$ cat config.mk
export PLATFORM = sky130hd
export DESIGN_NAME = seven_seg_scan_flat
export DESIGN_NICKNAME = d
export VERILOG_FILES = /design/src/rtl/seg7_pkg.sv /design/src/rtl/seven_seg_scan_if.sv /design/src/rtl/bcd_to_seg7.sv /design/src/rtl/seven_seg_scan.sv /design/src/flat_wrapper.sv
export SDC_FILE = /design/constraint.sdc
export NUM_CORES = 1
export LEC_CHECK = 0
export BUFFER_PORTS_ARGS = -buffer_cell sky130_fd_sc_hd__buf_4
export CAP_MARGIN = 20
export CORE_ASPECT_RATIO = 0.5
export CORE_MARGIN = 4
export CORE_UTILIZATION = 48
export CTS_CLUSTER_DIAMETER = 100
export DETAILED_ROUTE_END_ITERATION = 7
export PLACE_DENSITY = 0.7
export SETUP_SLACK_MARGIN = 0.02
export SLEW_MARGIN = 20
export SYNTH_ARGS = -nofsm -noshare
export SYNTH_HDL_FRONTEND = slang
export SYNTH_SLANG_ARGS = --single-unit
$ cat constraint.sdc
create_clock -name clk -period 1.9 [get_ports clk]
set_input_delay 0.19 -clock clk [delete_from_list [all_inputs] [get_ports clk]]
set_output_delay 0.19 -clock clk [all_outputs]
set_load 0.01 [all_outputs]
$ cat src/rtl/seg7_pkg.sv
// Shared constants and types for the four-digit multiplexed seven-segment scanner.
package seg7_pkg;

  localparam int unsigned SEG_W = 7;
  localparam int unsigned AN_W  = 4;
  localparam int unsigned BCD_W = 4;

  typedef logic [SEG_W-1:0] seg_t;
  typedef logic [AN_W-1:0]  an_t;
  typedef logic [BCD_W-1:0] bcd_t;

  // Active-low cathode patterns, bit order {g,f,e,d,c,b,a}
  localparam seg_t SEG_0    = 7'b1000000;
  localparam seg_t SEG_1    = 7'b1111001;
  localparam seg_t SEG_2    = 7'b0100100;
  localparam seg_t SEG_3    = 7'b0110000;
  localparam seg_t SEG_4    = 7'b0011001;
  localparam seg_t SEG_5    = 7'b0010010;
  localparam seg_t SEG_6    = 7'b0000010;
  localparam seg_t SEG_7    = 7'b1111000;
  localparam seg_t SEG_8    = 7'b0000000;
  localparam seg_t SEG_9    = 7'b0010000;
  localparam seg_t SEG_DASH = 7'b0111111;
  localparam seg_t SEG_OFF  = 7'b1111111;

  localparam an_t AN_OFF = 4'b1111;

  // Digit slot order on the anodes
  localparam logic [1:0] IDX_MIN_LSB = 2'd0;
  localparam logic [1:0] IDX_MIN_MSB = 2'd1;
  localparam logic [1:0] IDX_HR_LSB  = 2'd2;
  localparam logic [1:0] IDX_HR_MSB  = 2'd3;

  typedef struct packed {
    bcd_t hr_msb;
    bcd_t hr_lsb;
    bcd_t min_msb;
    bcd_t min_lsb;
  } digits_t;

  // Active-low one-hot anode for a digit slot
  function automatic an_t an_onehot_n(input logic [1:0] idx);
    return ~(AN_W'(1) << idx);
  endfunction

endpackage

$ cat src/rtl/seven_seg_scan_if.sv
// Digit inputs and display outputs of the seven-segment scanner.
interface seven_seg_scan_if;
  import seg7_pkg::*;

  bcd_t min_LSB;
  bcd_t min_MSB;
  bcd_t hr_LSB;
  bcd_t hr_MSB;
  logic alarm;
  logic blank_lead;
  seg_t seg;
  an_t  an;
  logic dp;

  modport master (
    output min_LSB, min_MSB, hr_LSB, hr_MSB, alarm, blank_lead,
    input  seg, an, dp
  );

  modport slave (
    input  min_LSB, min_MSB, hr_LSB, hr_MSB, alarm, blank_lead,
    output seg, an, dp
  );

endinterface

$ cat src/rtl/bcd_to_seg7.sv
// Combinational BCD to active-low seven-segment decoder; non-decimal codes show a dash.
module bcd_to_seg7
  import seg7_pkg::*;
(
  input  bcd_t bcd,
  output seg_t seg_c
);

  always_comb begin
    seg_c = SEG_DASH;
    case (bcd)
      4'd0:    seg_c = SEG_0;
      4'd1:    seg_c = SEG_1;
      4'd2:    seg_c = SEG_2;
      4'd3:    seg_c = SEG_3;
      4'd4:    seg_c = SEG_4;
      4'd5:    seg_c = SEG_5;
      4'd6:    seg_c = SEG_6;
      4'd7:    seg_c = SEG_7;
      4'd8:    seg_c = SEG_8;
      4'd9:    seg_c = SEG_9;
      default: seg_c = SEG_DASH;
    endcase
  end

endmodule

$ cat src/rtl/seven_seg_scan.sv
// Four-digit multiplexed seven-segment scanner with frame-synchronous digit capture,
// anode guard time, leading-zero blanking and alarm blinking.
module seven_seg_scan
  import seg7_pkg::*;
#(
  parameter int unsigned REFRESH_DIV = 100_000,
  parameter int unsigned GUARD       = 2,
  parameter int unsigned BLINK_TICKS = 256
) (
  input  logic clk,
  input  logic clr,
  seven_seg_scan_if.slave bus
);

  localparam int unsigned RC_W = (REFRESH_DIV > 1) ? $clog2(REFRESH_DIV) : 1;
  localparam int unsigned BC_W = (BLINK_TICKS > 1) ? $clog2(BLINK_TICKS) : 1;
  localparam logic [RC_W-1:0] RC_LAST = RC_W'(REFRESH_DIV - 1);
  localparam logic [BC_W-1:0] BC_LAST = BC_W'(BLINK_TICKS - 1);

  logic [RC_W-1:0] rc;
  logic [1:0]      idx;
  logic [BC_W-1:0] bc;
  logic            bp;
  digits_t         shadow;

  seg_t seg_q;
  an_t  an_q;
  logic dp_q;

  logic slot_wrap_c;
  logic frame_wrap_c;
  logic in_guard_c;
  logic lead_blank_c;
  bcd_t digit_c;
  seg_t seg_code_c;
  an_t  an_c;

  assign slot_wrap_c  = (rc == RC_LAST);
  assign frame_wrap_c = slot_wrap_c && (idx == IDX_HR_MSB);
  assign in_guard_c   = (32'(rc) < GUARD);
  assign lead_blank_c = bus.blank_lead && (idx == IDX_HR_MSB) && (shadow.hr_msb == '0);

  // Digit shown in the current slot always comes from the frame snapshot
  always_comb begin
    digit_c = shadow.min_lsb;
    case (idx)
      IDX_MIN_MSB: digit_c = shadow.min_msb;
      IDX_HR_LSB:  digit_c = shadow.hr_lsb;
      IDX_HR_MSB:  digit_c = shadow.hr_msb;
      default:     digit_c = shadow.min_lsb;
    endcase
  end

  bcd_to_seg7 u_dec (
    .bcd   (digit_c),
    .seg_c (seg_code_c)
  );

  always_comb begin
    an_c = an_onehot_n(idx);
    if (in_guard_c || bp || lead_blank_c) begin
      an_c = AN_OFF;
    end
  end

  // Scan position, snapshot capture and blink phase
  always_ff @(posedge clk or posedge clr) begin
    if (clr) begin
      rc     <= '0;
      idx    <= IDX_MIN_LSB;
      bc     <= '0;
      bp     <= 1'b0;
      shadow <= '0;
    end else begin
      rc <= slot_wrap_c ? '0 : rc + RC_W'(1);
      if (slot_wrap_c) begin
        idx <= idx + 2'd1;
      end
      if (frame_wrap_c) begin
        shadow <= {bus.hr_MSB, bus.hr_LSB, bus.min_MSB, bus.min_LSB};
      end
      // Dropping alarm clears the phase at once so the display reappears
      if (!bus.alarm) begin
        bc <= '0;
        bp <= 1'b0;
      end else if (frame_wrap_c) begin
        if (bc == BC_LAST) begin
          bc <= '0;
          bp <= ~bp;
        end else begin
          bc <= bc + BC_W'(1);
        end
      end
    end
  end

  // Output stage: one cycle behind the scan state
  always_ff @(posedge clk or posedge clr) begin
    if (clr) begin
      seg_q <= SEG_OFF;
      an_q  <= AN_OFF;
      dp_q  <= 1'b1;
    end else begin
      seg_q <= seg_code_c;
      an_q  <= an_c;
      dp_q  <= an_c[IDX_HR_LSB];
    end
  end

  assign bus.seg = seg_q;
  assign bus.an  = an_q;
  assign bus.dp  = dp_q;

endmodule

$ cat src/flat_wrapper.sv
// flat-port wrapper written by rule: the top's interface ports become plain ports
module seven_seg_scan_flat import seg7_pkg::*;
#(
  parameter int unsigned REFRESH_DIV = 100_000,
  parameter int unsigned GUARD       = 2,
  parameter int unsigned BLINK_TICKS = 256
)
  (clk, clr, bus_min_LSB, bus_min_MSB, bus_hr_LSB, bus_hr_MSB, bus_alarm, bus_blank_lead, bus_seg, bus_an, bus_dp);
  seven_seg_scan_if bus_i ();
  input  logic clk;
  input  logic clr;
  input wire logic [$bits(bus_i.min_LSB)-1:0] bus_min_LSB;
  input wire logic [$bits(bus_i.min_MSB)-1:0] bus_min_MSB;
  input wire logic [$bits(bus_i.hr_LSB)-1:0] bus_hr_LSB;
  input wire logic [$bits(bus_i.hr_MSB)-1:0] bus_hr_MSB;
  input wire logic [$bits(bus_i.alarm)-1:0] bus_alarm;
  input wire logic [$bits(bus_i.blank_lead)-1:0] bus_blank_lead;
  output wire logic [$bits(bus_i.seg)-1:0] bus_seg;
  output wire logic [$bits(bus_i.an)-1:0] bus_an;
  output wire logic [$bits(bus_i.dp)-1:0] bus_dp;
  assign bus_i.min_LSB = bus_min_LSB;
  assign bus_i.min_MSB = bus_min_MSB;
  assign bus_i.hr_LSB = bus_hr_LSB;
  assign bus_i.hr_MSB = bus_hr_MSB;
  assign bus_i.alarm = bus_alarm;
  assign bus_i.blank_lead = bus_blank_lead;
  assign bus_seg = bus_i.seg;
  assign bus_an = bus_i.an;
  assign bus_dp = bus_i.dp;
  seven_seg_scan #(.REFRESH_DIV(REFRESH_DIV), .GUARD(GUARD), .BLINK_TICKS(BLINK_TICKS)) u_core (.clk(clk), .clr(clr), .bus(bus_i));
endmodule
After elaboration in Yosys (flattened, before gate mapping)

Memories as Yosys holds them, arrays and structs flattened. A register that Yosys moved wholly into a read port is not among the register bits.
Index checks and enable logic that the tools add are counted.

Register bits: 49
Latch bits: 0
Memory bits (writable): 0
ROM bits: 112
Output and inout bits: 12
Memories: 1

Add/subtract/negate cells: 3
$mul: 0
Div/mod/pow operators: 0
$lt $le $gt $ge: 1
Eq/ne operators: 7
Shift-type cells: 1
Multiplexer cells: 9
Bitwise operators: 2
Reductions and logical operators: 7

Memories:

| name            | depth | width | rd ports | clocked after Yosys merged registers in | wr ports | RTL line          | source |
|---|---|---|---|---|---|---|---|
| (no name shown) | 16    | 7     | 1        | 1                                       | 0        | bcd_to_seg7.sv:11 | `case (bcd)` |

Operators with widths:

| operator              | number |
|---|---|
| $mux 8                | 3 |
| $add 17x1->17 const B | 1 |
| $eq 17x17->1 const B  | 1 |
| $lt 17x2->1 const B   | 1 |
| $mux 17               | 1 |
| $pmux 4 s3            | 1 |
| $add 8x1->8 const B   | 1 |
| $eq 8x8->1 const B    | 1 |
| $eq 2x2->1 const B    | 2 |
| $logic_not 4->1       | 1 |
| $mux 4                | 1 |
| $ne 2x1->1 const B    | 2 |
| $not 4->4             | 1 |
| $shl 1x2->4 const A   | 1 |
| $logic_and 1x1->1     | 3 |
| $mux 1                | 3 |
| $add 2x1->2 const B   | 1 |
| $eq 2x1->1 const B    | 1 |
| $logic_or 1x1->1      | 2 |
| $reduce_and 2->1      | 1 |
| $not 1->1             | 1 |

Depth between registers and ports, before layout

Depth after elaboration: 5
Gate-level depth with buffers: 8
Mapped depth without buffers: 8

Cells and area by module

From an unflattened synthesis, not the netlist that was laid out.

Cells, all modules: 246
Area, all modules: 2748.9 µm²

Modules (own cells, without submodules):

| module         | times used | cells an instance | area an instance (µm²) | seq. area each (µm²) |
|---|---|---|---|---|
| seven_seg_scan | 1          | 215               | 2508.7                 | 1390.1 |
| bcd_to_seg7    | 1          | 31                | 240.2                  | 0.0 |

Worst setup path before layout

Ideal clock, no wire load.

Kind: reg-to-reg
Start: register u_core.idx[0]
End: register u_core.seg_q[3] (netlist: u_core.bus.seg[3])
Setup time: 0.085 ns
Arrival time: 1.776 ns
Required time: 1.815 ns
Setup slack: 0.039 ns
Cell stages (with the launch flop): 8
Path buffers: 1
Clock period less this slack: 1.861 ns
Cell sequence: dfrtp_1 inv_1 ha_1 buf_1 mux2i_1 inv_1 ha_1 o221ai_1

Cells in the longest elaborated chain, start to end: 2

Ends and longest elaborated chain:

| what                                            | RTL line             | source |
|---|---|---|
| from (decl)                                     | seven_seg_scan.sv:21 | `logic [1:0] idx;` |
| from (signal assigned)                          | seven_seg_scan.sv:77 | `idx <= idx + 2'd1;` |
| $eq 2x2->1 / $eq 2x1->1 (equally long branches) | seven_seg_scan.sv:46 | `case (idx)` |
| $pmux 4 s3 (*)                                  | seven_seg_scan.sv:46 |  |
| to (decl)                                       | seven_seg_scan.sv:26 | `seg_t seg_q;` |

Mark *: on every way between the ends. The rest lies on a longest branch, timed or not.
A chain may end at the register's enable or synchronous reset.

Worst setup path in the final report

Start: register u_core.idx[1]
End: register u_core.seg_q[4] (netlist: u_core.bus.seg[4])

Same word-level chain as after synthesis.

==> flow_summary.ini <==
[die]
core-area_sq_um = 5490
die_w_um = 115
chipHeight_um = 61.3
initial_core_util = 0.497
rows = 19
io-pin-count = 32
dieArea_sq_um = 7030

[detailed_routing]
drtAntennaViolNets = 0
drc = 0
dr.pass1.iters = 4
wirelength_um = 6410
viasPerCell = 5.56
wl_per_cell_um = 16.9
route.vias.total = 2113
drt_iter0_markers = 148

[synthesis]
syn_nets = 270
yosysTopAreaCellShare = 0.404
yosys.cell_types.count = 49
syn_area_sq_um = 2730
yosysWarnings = 0
ys_top_cells_by_area = dfrtp_1 40%, dfstp_2 11%, mux2_2 7.4%, ha_1 4.6%, nand2_1 2.6%
ys_async_sr_fraction = 1.00
yosys.area_share.simple = 0.173
synthXorXnorAreaFrac = 0.0450
synth_top_family_by_area = simple AND/OR/NAND/NOR gates
synth_compound_area_frac = 0.0945
yosysSeqAreaShare = 0.510
synth_cells = 240
muxShareOfSynthArea = 0.0968
synth-edff-count = 0
ys_ff_latch = 55
synth_ff_type = dfrtp_1
synth-adder-area-share = 0.0459
synth_common_cells = 44 x dfrtp_1, 19 x nand2_1, 18 x mux2_2
synth_largest_area_cell = dfrtp_1
syn_avg_cell_area_sq_um = 11.4
synth.most_common_cell = dfrtp_1

[layout]
post-route-util = 0.669
syn2layout_area_growth_pct = 34.6
antenna_cells = 0
instances_no_fill = 380
fillers = 388
drive_gt1_frac = 0.453
final_net_count = 336
stdcell_area_sq_um = 3670

[sta]
relSlewSlack = 0.652
fin_hold_ws_ns = 0.117
finClkSkew_ns = 0.00796
maxSlewViolCount = 0
setup_viol = 5
hold_viol_final = 0
max_freq_mhz = 514
period_share = 1.02
tightest_slew_ns = 0.521
setup_slack_ns = -0.0453
min_period_ns = 1.95
rsz0062_at_grt = yes
final.setup.tns_ns = -0.113

[setup_path]
slowest_stage = dfrtp_2
end_kind = flop
critPathLaunchType = flop
arrival_ns = 2.17
cp_num_buf_inv = 2
critical_path.max_stage_delay_ns = 0.47
crit_family = compound AO/OA/AOI/OAI gates
critPathMaxFanout = 5
cp-startpoint = u_core.idx[1]
cp_cell_sequence = ha_4 -> a222oi_1 -> buf_4 -> mux2i_1 -> buf_4 -> a211oi_1 -> a21oi_1
cp_data_required_time_ns = 2.12
worst_path_most_repeated_cell = buf_4
timing.rr.start = u_core.idx[1]
crit_type = reg2reg

[clock_network]
clock-sinks = 55
cts_buffer_depth = 2
htreeDepth = 2
cts_tree = yes
cts-buffers-inserted = 5
clk_pin_slew_worst_paths_ns = 0.07
clock_latency_ns = 0.30
ctsRootBufferMaster = clkbuf_16

[global_route]
grt_max_degree = 33
grt_use_total = 0.182
grt_pass1_wl_um = 10000
grt_pass1_vias = 2089
antenna_found_initial = 0
grt_overflow = 0

[min_path]
hp-start = bus_hr_MSB[2]
holdCritPathClass = in2reg

[power]
finalPower_mw = 2.21
leakagePower_nw = 1.64
power_density_nw_per_um2 = 601
peakVddDrop_mv = 0.408

[place]
dpl.hpwl_um = 4090
place.gp.congestion = 0.840
place_area_sq_um = 3180
dp_slack_ns = -0.132
place_inst = 355
io_buffer_count = 31

[outcome]
status = finished with violations
violations = negative setup slack

[run]
cap_violations = 0
## flip-flops by register name, indices dropped and copies added, names as in the netlist
register        cells
u_core.bp           1
u_core.shadow      16
u_core.bus.seg      7
u_core.idx          2
u_core.bc           8
u_core.bus.an       4
u_core.rc          17
## what timing repair did
action,in CTS,in global routing
gates cloned,0,0
buffers inserted,5,11
gates resized for setup,11,43
setup endpoints to repair,6,29
hold buffers,1,0
hold endpoints to repair,16,0
pin swaps,1,10
## worst paths after layout
kind | endpoint | slack [ns] | depth (start not counted)
max | u_core.bus.seg[4] | -0.05 | 7
min | u_core.shadow[14] | 0.12 | 2
max reg2reg | u_core.bus.seg[4] | -0.05 | 7
min reg2reg | u_core.rc[0] | 0.45 | 1
max in group asynchronous | u_core.bus.an[1] | 0.80 | 4
min in group asynchronous | u_core.shadow[9] | 0.50 | 3
## metal layers
layer / GRT usage / share of wire
met1: 0.227 / 0.45
met2: 0.313 / 0.49
met3: 0.0461 / 0.035
met4: 0.0745 / 0.024
met5: 0 / 0
## cells by family after synthesis
| family | after synthesis |
|---|---|
| compound gates | 36 |
| fa+ha+maj | 10 |
| xor+xnor | 14 |
| simple gates | 80 |
| mux | 24 |
| buf+inv | 21 |
| flops | 55 |
## report_power, final
part	leakage, nW	switching (mW)	total, mW	internal, mW
Sequential	0.711	0.000000000000000251	1.17	1.17
Combinational	0.853	0.0334	0.0659	0.0325
Clock	0.0779	0.435	0.970	0.535
## layout by cell type, fill, tap and decap left out, drive strengths merged, types with 2 or more instances in the layout
cell type,netlist,final
nand2,19,19
nor4,3,3
o21ai,6,6
a21oi,5,5
o31ai,3,3
a222oi,4,4
o311ai,2,2
nor2b,2,2
mux2i,5,5
dfstp,11,11
o21a,3,3
dfrtp,44,44
a211oi,2,2
ha,10,10
xnor2,8,8
o211ai,2,2
xor2,6,6
mux2,19,19
a21boi,3,3
inv,12,14
nand3,8,8
and3,5,5
and2,4,4
nand2b,3,3
buf,7,67
nor3,7,7
clkbuf,2,6
or4,2,2
nand4,9,9
and4,4,4
nor2,11,11
a31oi,2,2
## layout make-up
cell class | count | area [sq um] | share of cell area
timing repair buffer | 68 | 554 | 0.151
clock inverter | 2 | 17.5 | 0.00477
clock buffer | 6 | 139 | 0.0378
multi-input combinational | 164 | 1430 | 0.389
tap | 73 | 91.3 | 0.0249
inverter | 12 | 50.0 | 0.0136
sequential | 55 | 1390 | 0.379
Power figures use the tool's default switching activity.
